<file path="src/rtl/stopwatch_ctrl_if.sv">
// Signal bundle between the stopwatch control front end and its surroundings:
// raw push-button levels in, count-enable/clear pulses and status out.
interface stopwatch_ctrl_if;
  logic KEY_START;
  logic KEY_CLEAR;
  logic tick_o;
  logic clr_o;
  logic running_o;
  logic paused_o;

  modport master (
    input  KEY_START,
    input  KEY_CLEAR,
    output tick_o,
    output clr_o,
    output running_o,
    output paused_o
  );

  modport slave (
    output KEY_START,
    output KEY_CLEAR,
    input  tick_o,
    input  clr_o,
    input  running_o,
    input  paused_o
  );
endinterface

</file>
<file path="src/rtl/stopwatch_ctrl.sv">
// Stopwatch control front end: key synchroniser/debouncer, IDLE/RUN/PAUSE FSM
// and a prescaler that issues the count-enable tick for the BCD seconds counter.
module stopwatch_ctrl #(
  parameter int CLK_HZ          = 50000000,
  parameter int TICK_HZ         = 1,
  parameter int DEBOUNCE_CYCLES = 1000000
) (
  input logic              CLOCK_50,
  input logic              RESET,
  stopwatch_ctrl_if.master sw
);

  localparam int DIV = CLK_HZ / TICK_HZ;
  localparam int PW  = (DIV > 1) ? $clog2(DIV) : 1;
  localparam int CW  = $clog2(DEBOUNCE_CYCLES + 1);

  localparam logic [PW-1:0] PRE_LAST = PW'(DIV - 1);
  localparam logic [CW-1:0] DB_LAST  = CW'(DEBOUNCE_CYCLES - 1);

  typedef enum logic [1:0] {
    IDLE  = 2'd0,
    RUN   = 2'd1,
    PAUSE = 2'd2
  } state_t;

  // Bit 0 is the start/stop key, bit 1 the clear key.
  logic [1:0]    key_raw;
  logic [1:0]    key_sync1;
  logic [1:0]    key_sync2;
  logic [1:0]    key_stable;
  logic [1:0]    key_stable_d;
  logic [CW-1:0] db_cnt [2];
  logic [1:0]    key_press;

  state_t        state;
  state_t        state_nxt;
  logic [PW-1:0] presc;
  logic          tick_q;
  logic          clr_q;
  logic          running_q;
  logic          paused_q;

  assign key_raw = {sw.KEY_CLEAR, sw.KEY_START};

  // Synchroniser and debounce stage
  always_ff @(posedge CLOCK_50) begin
    if (RESET) begin
      key_sync1    <= '1;
      key_sync2    <= '1;
      key_stable   <= '1;
      key_stable_d <= '1;
      for (int i = 0; i < 2; i++) begin
        db_cnt[i] <= '0;
      end
    end else begin
      key_sync1    <= key_raw;
      key_sync2    <= key_sync1;
      key_stable_d <= key_stable;
      for (int i = 0; i < 2; i++) begin
        if (key_sync2[i] != key_stable[i]) begin
          if (db_cnt[i] == DB_LAST) begin
            key_stable[i] <= key_sync2[i];
            db_cnt[i]     <= '0;
          end else begin
            db_cnt[i] <= db_cnt[i] + 1'b1;
          end
        end else begin
          db_cnt[i] <= '0;
        end
      end
    end
  end

  // A press is the cycle right after the debounced level falls; releases are ignored.
  assign key_press = key_stable_d & ~key_stable;

  always_comb begin
    state_nxt = state;
    if (key_press[1]) begin
      state_nxt = IDLE;
    end else if (key_press[0]) begin
      case (state)
        IDLE:    state_nxt = RUN;
        RUN:     state_nxt = PAUSE;
        PAUSE:   state_nxt = RUN;
        default: state_nxt = IDLE;
      endcase
    end
  end

  // FSM and prescaler stage; the tick decision uses the current state so a
  // terminal count coinciding with leaving RUN still fires.
  always_ff @(posedge CLOCK_50) begin
    if (RESET) begin
      state     <= IDLE;
      presc     <= '0;
      tick_q    <= 1'b0;
      clr_q     <= 1'b0;
      running_q <= 1'b0;
      paused_q  <= 1'b0;
    end else begin
      tick_q <= 1'b0;
      case (state)
        RUN: begin
          if (presc == PRE_LAST) begin
            presc  <= '0;
            tick_q <= 1'b1;
          end else begin
            presc <= presc + 1'b1;
          end
        end
        PAUSE:   presc <= presc;
        default: presc <= '0;
      endcase
      state     <= state_nxt;
      clr_q     <= key_press[1];
      running_q <= (state_nxt == RUN);
      paused_q  <= (state_nxt == PAUSE);
    end
  end

  assign sw.tick_o    = tick_q;
  assign sw.clr_o     = clr_q;
  assign sw.running_o = running_q;
  assign sw.paused_o  = paused_q;

endmodule
</file>
<file path="src/flat_wrapper.sv">
// flat-port wrapper written by rule: the top's interface ports become plain ports
module stopwatch_ctrl_flat 
#(
  parameter int CLK_HZ          = 50000000,
  parameter int TICK_HZ         = 1,
  parameter int DEBOUNCE_CYCLES = 1000000
)
  (CLOCK_50, RESET, sw_KEY_START, sw_KEY_CLEAR, sw_tick_o, sw_clr_o, sw_running_o, sw_paused_o);
  stopwatch_ctrl_if sw_i ();
  input logic CLOCK_50;
  input logic RESET;
  input wire logic [$bits(sw_i.KEY_START)-1:0] sw_KEY_START;
  input wire logic [$bits(sw_i.KEY_CLEAR)-1:0] sw_KEY_CLEAR;
  output wire logic [$bits(sw_i.tick_o)-1:0] sw_tick_o;
  output wire logic [$bits(sw_i.clr_o)-1:0] sw_clr_o;
  output wire logic [$bits(sw_i.running_o)-1:0] sw_running_o;
  output wire logic [$bits(sw_i.paused_o)-1:0] sw_paused_o;
  assign sw_i.KEY_START = sw_KEY_START;
  assign sw_i.KEY_CLEAR = sw_KEY_CLEAR;
  assign sw_tick_o = sw_i.tick_o;
  assign sw_clr_o = sw_i.clr_o;
  assign sw_running_o = sw_i.running_o;
  assign sw_paused_o = sw_i.paused_o;
  stopwatch_ctrl #(.CLK_HZ(CLK_HZ), .TICK_HZ(TICK_HZ), .DEBOUNCE_CYCLES(DEBOUNCE_CYCLES)) u_core (.CLOCK_50(CLOCK_50), .RESET(RESET), .sw(sw_i));
endmodule
</file>
<file path="config.mk">
export PLATFORM = sky130hd
export DESIGN_NAME = stopwatch_ctrl_flat
export DESIGN_NICKNAME = d
export VERILOG_FILES = /design/src/rtl/stopwatch_ctrl_if.sv /design/src/rtl/stopwatch_ctrl.sv /design/src/flat_wrapper.sv
export SDC_FILE = /design/constraint.sdc
export NUM_CORES = 1
export LEC_CHECK = 0
export ABC_AREA = 1
export BUFFER_PORTS_ARGS = -buffer_cell sky130_fd_sc_hd__buf_2
export CAP_MARGIN = 20
export CORE_MARGIN = 2
export CORE_UTILIZATION = 57
export CTS_CLUSTER_DIAMETER = 100
export DETAILED_ROUTE_END_ITERATION = 10
export MAX_ROUTING_LAYER = met4
export PLACE_DENSITY_LB_ADDON = 0.3
export SLEW_MARGIN = 40
export SYNTH_ARGS = -nofsm -noshare
export SYNTH_HDL_FRONTEND = slang
export SYNTH_SLANG_ARGS = --single-unit
</file>
<file path="constraint.sdc">
create_clock -name CLOCK_50 -period 1.6 [get_ports CLOCK_50]
set_input_delay 0.16 -clock CLOCK_50 [delete_from_list [all_inputs] [get_ports CLOCK_50]]
set_output_delay 0.16 -clock CLOCK_50 [all_outputs]
set_load 0.02 [all_outputs]
</file>
=== Word-level counts from Yosys, hierarchy flattened ===
Memories as Yosys holds them, arrays and structs flattened.
Cells that the tools add are included.

* Bits of input ports: 4
* Logic and storage cells: 74
* Register bits: 40
* Memories: 1
* RAM bits: 40

* Equal/unequal tests: 9
* Mux-type cells: 36
* Reductions and logical operators: 5
* Add/subtract/negate cells: 3
* Bitwise gates (word level): 9

{| class="wikitable"
|+ Memories
! name !! words !! width !! read ports !! clocked after Yosys merged registers in !! wr ports !! line !! text
|-
| u_core.db_cnt || 2 || 20 || 2 || 0 || 2 || stopwatch_ctrl.sv:32 || <nowiki>logic [CW-1:0] db_cnt [2];</nowiki>
|}

{| class="wikitable"
|+ Operator list
! kind !! number
|-
| $mux 20 || 6
|-
| $pmux 26 s2 || 1
|-
| $add 20x1->20 const B || 2
|-
| $eq 20x20->1 const B || 2
|-
| $add 26x1->26 const B || 1
|-
| $eq 26x26->1 const B || 1
|-
| $mux 26 || 1
|-
| $mux 1 || 25
|-
| $or 1x1->1 || 6
|-
| $eq 2x1->1 const B || 2
|-
| $eq 2x2->1 const B || 2
|-
| $mux 2 || 2
|-
| $pmux 2 s2 || 1
|-
| $reduce_and 2->1 || 2
|-
| $reduce_or 2->1 || 2
|-
| $and 2x2->2 || 1
|-
| $logic_not 2->1 || 1
|-
| $ne 1x1->1 || 2
|-
| $not 2->2 || 1
|-
| $not 1->1 || 1
|}

=== Depth between registers and ports, before layout ===
Gate-level depths: netlist of run 1.

* Depth in word-level cells: 8
* Depth in mapped cells: 10
* Gate-level depth less buffers: 10

=== Worst setup path after synthesis of run 1 ===
OpenSTA, ideal clock, no wires.

* Kind: register to register
* Start point: memory u_core.db_cnt[1][0] in the netlist's numbering
* End point: memory u_core.db_cnt[1][15] in the netlist's numbering, data pin
* Required time: 1345 ps
* Stages on the path, launching flop included: 8
* Setup slack: -64 ps
* Path buffers: 1
* Arrival time: 1409 ps
* Cells stage by stage: edfxtp_1 ha_1 nand3_2 nor3_1 nand2_1 nand2_2 buf_6 nor2_1

{| class="wikitable"
|+ RTL lines
! item !! line
|-
| start: declaration || stopwatch_ctrl.sv:32
|}

==> results of run 1 <==
[where the power goes]
| group | internal [W] | switching, W |
|---|---|---|
| logic | 0.0000797 | 0.000129 |
| clock network | 0.000713 | 0.000748 |
| registers | 0.00220 | 0.0000438 |
| total | 0.00299 | 0.000921 |
[cell usage after synthesis, drive strengths merged (3+ instances only)]
cell / instances
inv: 79
nor3b: 4
nand4: 14
xnor2: 5
a21oi: 33
clkbuf: 4
or2: 9
buf: 6
xor2: 17
nand3b: 4
nor3: 29
dfxtp: 40
ha: 3
nand3: 46
o21ai: 11
nand2: 164
nor2: 111
edfxtp: 40
[registers in the layout, indices dropped and copies added (netlist names), 2 cells and up]
name and flops:
u_core.db_cnt 40, u_core.key_stable 2, u_core.key_stable_d 2, u_core.key_sync1 2, u_core.key_sync2 2, u_core.presc 26, u_core.state 2
[kinds of logic (layout without fill, tap and decap cells)]
family | after synthesis | count (layout) | share of synthesized area
xor+xnor | 22 | 22 | 0.0421
compound gates | 48 | 48 | 0.0552
buf+inv | 90 | 157 | 0.0767
other cells | 1 | 40 | 0.000818
fa+ha+maj | 3 | 3 | 0.00819
flops | 80 | 80 | 0.437
simple gates | 381 | 384 | 0.380
[critical path: cells and delay by family (launching register included)]
kind	cells	cell delay [ns]
AOI/OAI and AO/OA	1	0.06
DFF	1	0.38
adders and majority gates	1	0.22
and+or+nand+nor	4	0.66
[area by class of cell]
cell class	instances	area, sq um
multi-input cells	497	2610
fillers	572	2060
flip-flops and latches	80	2000
repair buffers	61	479
inverters	80	300
clock buffers	10	128
well taps	102	128
clock inverters	6	60.1
[layer usage]
layer	part of all wire	vias to the layer above	GRT usage
met3	0.050	34	0.0297
met2	0.50	150	0.415
li1	-	2183	-
met4	0.028	0	0.0978
met1	0.42	2014	0.308
met5	0	-	-
[metrics by stage]
stage               std cells  worst slack [ns]  hold WS (ns)    TNS (ns)  total power, W
floorplan                 664            0.0321         0.264           0         0.00238
global placement          800           -0.0635         0.344      -0.355         0.00243
detailed placement        800            -0.122         0.352       -1.00         0.00243
CTS                       819        -0.0000727         0.115  -0.0000727         0.00387
global route              836           -0.0926         0.180       -1.10         0.00403
finish                    836           0.00904         0.142           0         0.00391
[worst max path at each step]
stage | start | endpoint | cells past startpoint
5_1_grt | u_core.db_cnt[1][6] | u_core.db_cnt[1][16] | 8
4_1_cts | u_core.db_cnt[1][1] | u_core.db_cnt[1][17] | 6
2_1_floorplan | u_core.db_cnt[1][0] | u_core.db_cnt[1][15] | 7
3_3_place_gp | u_core.presc[0] | u_core.presc[22] | 8
6_report | u_core.db_cnt[1][1] | u_core.db_cnt[1][5] | 6
3_5_place_dp | u_core.presc[0] | u_core.presc[22] | 8
[what timing repair did]
action                                  CTS  global route
hold buffers                              2             0
gates cloned                              1             4
resized for setup                         5            42
endpoints found under the setup margin   39            57
setup buffers                             0            13
pin swaps                                 1             9
endpoints found under the hold margin     2             0
==> qor.yml, run 1 <==
placed_cell_area_sq_um: 5140
drt_iter0_markers: 326
drtPass1Iterations: 5
p_per_area_nw_per_um2: 685
synth_ff_type: "edfxtp_1"
antenna_found_initial: 0
dieArea_sq_um: 8770
clock_skew_ns: 0.0139
slew_headroom: 0.636
hold_end: "u_core.key_stable_d[1]"
drive_gt1_frac: 0.204
grt_setup_unrepaired: "yes"
yosysSeqAreaShare: 0.437
critPathMaxStageDelay_ns: 0.38
post-route-min-period_ns: 1.59
ys_async_sr_fraction: 0
worstPathCellList: "ha_2 -> nand3_4 -> nor3_4 -> nand2_4 -> nand2_4 -> a21oi_1"
worst-r2r-cell-count: 6
syn2layout_area_growth_pct: 24.6
cts_tree: "built"
r2r_start: "u_core.db_cnt[1][1]"
antenna_cells: 0
postSynthCellCount: 625
synth_cell_types: 36
port-buffer-count: 7
clockBufferDepth: 2
cts_made_buffers: 9
core.rowCount: 32
nNetsFinal: 736
synth_seq_cells: 80
grt_pass1_vias: 3917
yosys_warnings: 0
synthTopCellsByArea: "edfxtp_1 (26%), dfxtp_1 (17%), nand2_1 (13%), nor2_1 (7.9%), inv_1 (6.3%)"
synth_area_sq_um: 4580
track_usage: 0.248
cts_root_buf: "clkbuf_8"
whs_path_depth: 3
grt_pass1_wl_mm: 17.0
cp-start-kind: "register"
maxSlewViolCount: 0
p_leak_nw: 2.22
fmax_mhz: 629
layout_commonest_cell: "nand2_1"
via_per_inst: 5.24
clk_pin_slew_ns: 0.09
rrSetupSlack_ns: 0.009
wirelength_mm: 10.8
die_w_microns: 93.7
stdcell_area_sq_um: 5710
crit_path_end_kind: "register"
clock_sinks: 80
layout_common_cells: "nand2_1 (150), nor2_1 (87), inv_1 (77)"
ant_nets: 0
via_count: 4381
finalCritPeriodShare: 0.994
post_synth.cell_area_avg_sq_um: 7.33
io_pins: 8
floorplan.initialDensity: 0.590
drc: 0
worst_pin_slew_ns: 0.547
max_cap_viol_count: 0
crit_path_top_delay_cell: "edfxtp_1"
outcome: "complete, no violations"
synth_edf_count: 40
netlist.area_leader.share: 0.262
critPathKind: "reg2reg"
post_drt_wl_per_cell_microns: 12.9
clock_latency_ns: 0.36
crit_path_frequent_cell: "nand2_4"
yosysTopAreaCell: "edfxtp_1"
place_congestion: 0.932
grt_overflow: 0
finalSetupViolCount: 0
critical_path.max_fanout: 6
worstPathRequired_ns: 1.71
core_area_sq_um: 7770
h-tree-depth: 3
hold_class: "in2reg"
hold_start: "RESET"
fp.dieH_microns: 93.7
fin_util: 0.735
worst-endpoint-arrival_ns: 1.70
grt_max_degree: 21
timing.rr.end: "u_core.db_cnt[1][5]"
hpwl_mm: 7.20
hold_viol_final: 0
vdd_ir_drop_max_uv: 597
No activity file was read; power rests on OpenSTA's default activity.
==> run 2: changes to the inputs <==
Settings changed: SETUP_SLACK_MARGIN set to 0.2.
==> run 2 against run 1 <==
  * Via count up 22%
  * The flow now finishes with violations (negative setup slack)
  * Cell count up 4.3%
  * Critical path depth up 1
  * Count of clock-buffer cells in the layout up 4
==> qor.yml, run 2 (synthesized netlist as in run 1, its figures left out) <==
crit_path_end_kind: "register"
wirelength_mm: 17.2
nNetsFinal: 772
clockBufferDepth: 2
whs_path_depth: 3
syn2layout_area_growth_pct: 44.5
worst_pin_slew_ns: 0.514
worst-r2r-cell-count: 7
fillers: 387
seq_area_sq_um: 2030
cts_tree: "built"
critical_path.max_fanout: 4
drtPass1Iterations: 6
fmax_mhz: 557
hold_start: "RESET"
place_congestion: 0.933
drive_gt1_frac: 0.409
post-route-min-period_ns: 1.80
post_drt_wl_per_cell_microns: 19.7
crit_start: "u_core.db_cnt[0][7]"
violations: "negative setup slack"
vdd_ir_drop_max_uv: 417
multi_input_area_sq_um: 3160
dieArea_sq_um: 8770
grt_pass1_wl_mm: 19.9
cp-start-kind: "register"
grt_overflow: 0
ant_nets: 0
fp.dieH_microns: 93.7
hpwl_mm: 7.37
floorplan.initialDensity: 0.590
r2r_start: "u_core.db_cnt[0][7]"
largestRegisters: "u_core.db_cnt x40, u_core.presc x26"
worst-endpoint-arrival_ns: 1.92
p_per_area_nw_per_um2: 622
die_w_microns: 93.7
finalCritPeriodShare: 1.12
setup_slack_ns: -0.196
via_per_inst: 6.13
cts_made_buffers: 9
hold_class: "in2reg"
port-buffer-count: 7
layout_commonest_cell: "nand2_1"
grt_max_degree: 21
largest_register_ffs: 40
drt_iter0_markers: 601
antenna_cells: 0
regMostFlops: "u_core.db_cnt"
core.rowCount: 32
layout_common_cells: "nand2_1 (133), buf_4 (73), inv_1 (62)"
antenna_found_initial: 0
outcome: "finished, violations left"
core_area_sq_um: 7770
drc: 0
worstPathRequired_ns: 1.72
io_pins: 8
p_leak_nw: 2.52
clock_skew_ns: 0.0149
h-tree-depth: 3
slew_headroom: 0.656
maxSlewViolCount: 0
timing.hold.ws_ns: 0.243
total_power_w: 0.00412
grt_pass1_vias: 4597
clk_pin_slew_ns: 0.09
hold_viol_final: 0
clock_latency_ns: 0.37
grt_setup_unrepaired: "yes"
clock_sinks: 80
critPathKind: "reg2reg"
stdcell_area_sq_um: 6620
placed_cell_area_sq_um: 5170
max_cap_viol_count: 0
finalSetupViolCount: 33
via_count: 5342
cts_root_buf: "clkbuf_8"
track_usage: 0.294
==> run 2: worst paths after layout <==
| path | slack, ns | end |
|---|---|---|
| max reg2reg | -0.20 | u_core.db_cnt[0][18] |
| min reg2reg | 0.44 | u_core.key_sync2[1] |
| max | -0.20 | u_core.db_cnt[0][18] |
| min | 0.24 | u_core.presc[12] |
==> run 2: final cells by class <==
type | instances | share of cell area
clock buffer | 14 | 0.0280
clock inverter | 2 | 0.00189
inverter | 80 | 0.0459
multi-input combinational | 498 | 0.477
sequential | 80 | 0.306
tap | 102 | 0.0193
timing repair buffer | 96 | 0.122
==> run 2: routing by layer <==
metal,global-route usage,vias to the layer above,share of wire
met4,0.175,0,0.077
met5,-,-,0
met2,0.496,464,0.47
met1,0.328,2453,0.35
li1,-,2258,-
met3,0.0522,167,0.11
==> run 2: report_power, final <==
group,switching [W],internal (W),total [W]
Sequential,0.0000541,0.00219,0.00224
Clock,0.000826,0.000755,0.00158
Combinational,0.000188,0.000107,0.000295
==> run 2: repair_timing <==
action                                  CTS  global route
endpoints found under the hold margin     2             0
buffers inserted                         29            24
endpoints found under the setup margin   59            72
pin swaps                                20            63
hold buffers                              2             0
gates resized for setup                  59           153
cloned                                    3             4
==> run 2: critical path, stage by stage (launching register included) <==
cell and delay [ns]:
edfxtp_1 0.47, nand2_1 0.20, nor2_2 0.22, nand4_1 0.15
nor2_1 0.24, nand2_1 0.10, nand2_1 0.10, a21oi_2 0.05
==> run 2: through the flow <==
stage | instances | TNS, ns | worst slack (ns) | utilization
detailed placement | 794 | -0.810 | -0.0732 | 0.665
global route | 872 | -3.93 | -0.307 | 0.852
floorplan | 664 | 0 | 0.0878 | -
finish | 872 | -2.00 | -0.196 | 0.852
global placement | 794 | -0.0949 | -0.0440 | 0.665
CTS | 844 | 0 | 0.0800 | 0.755
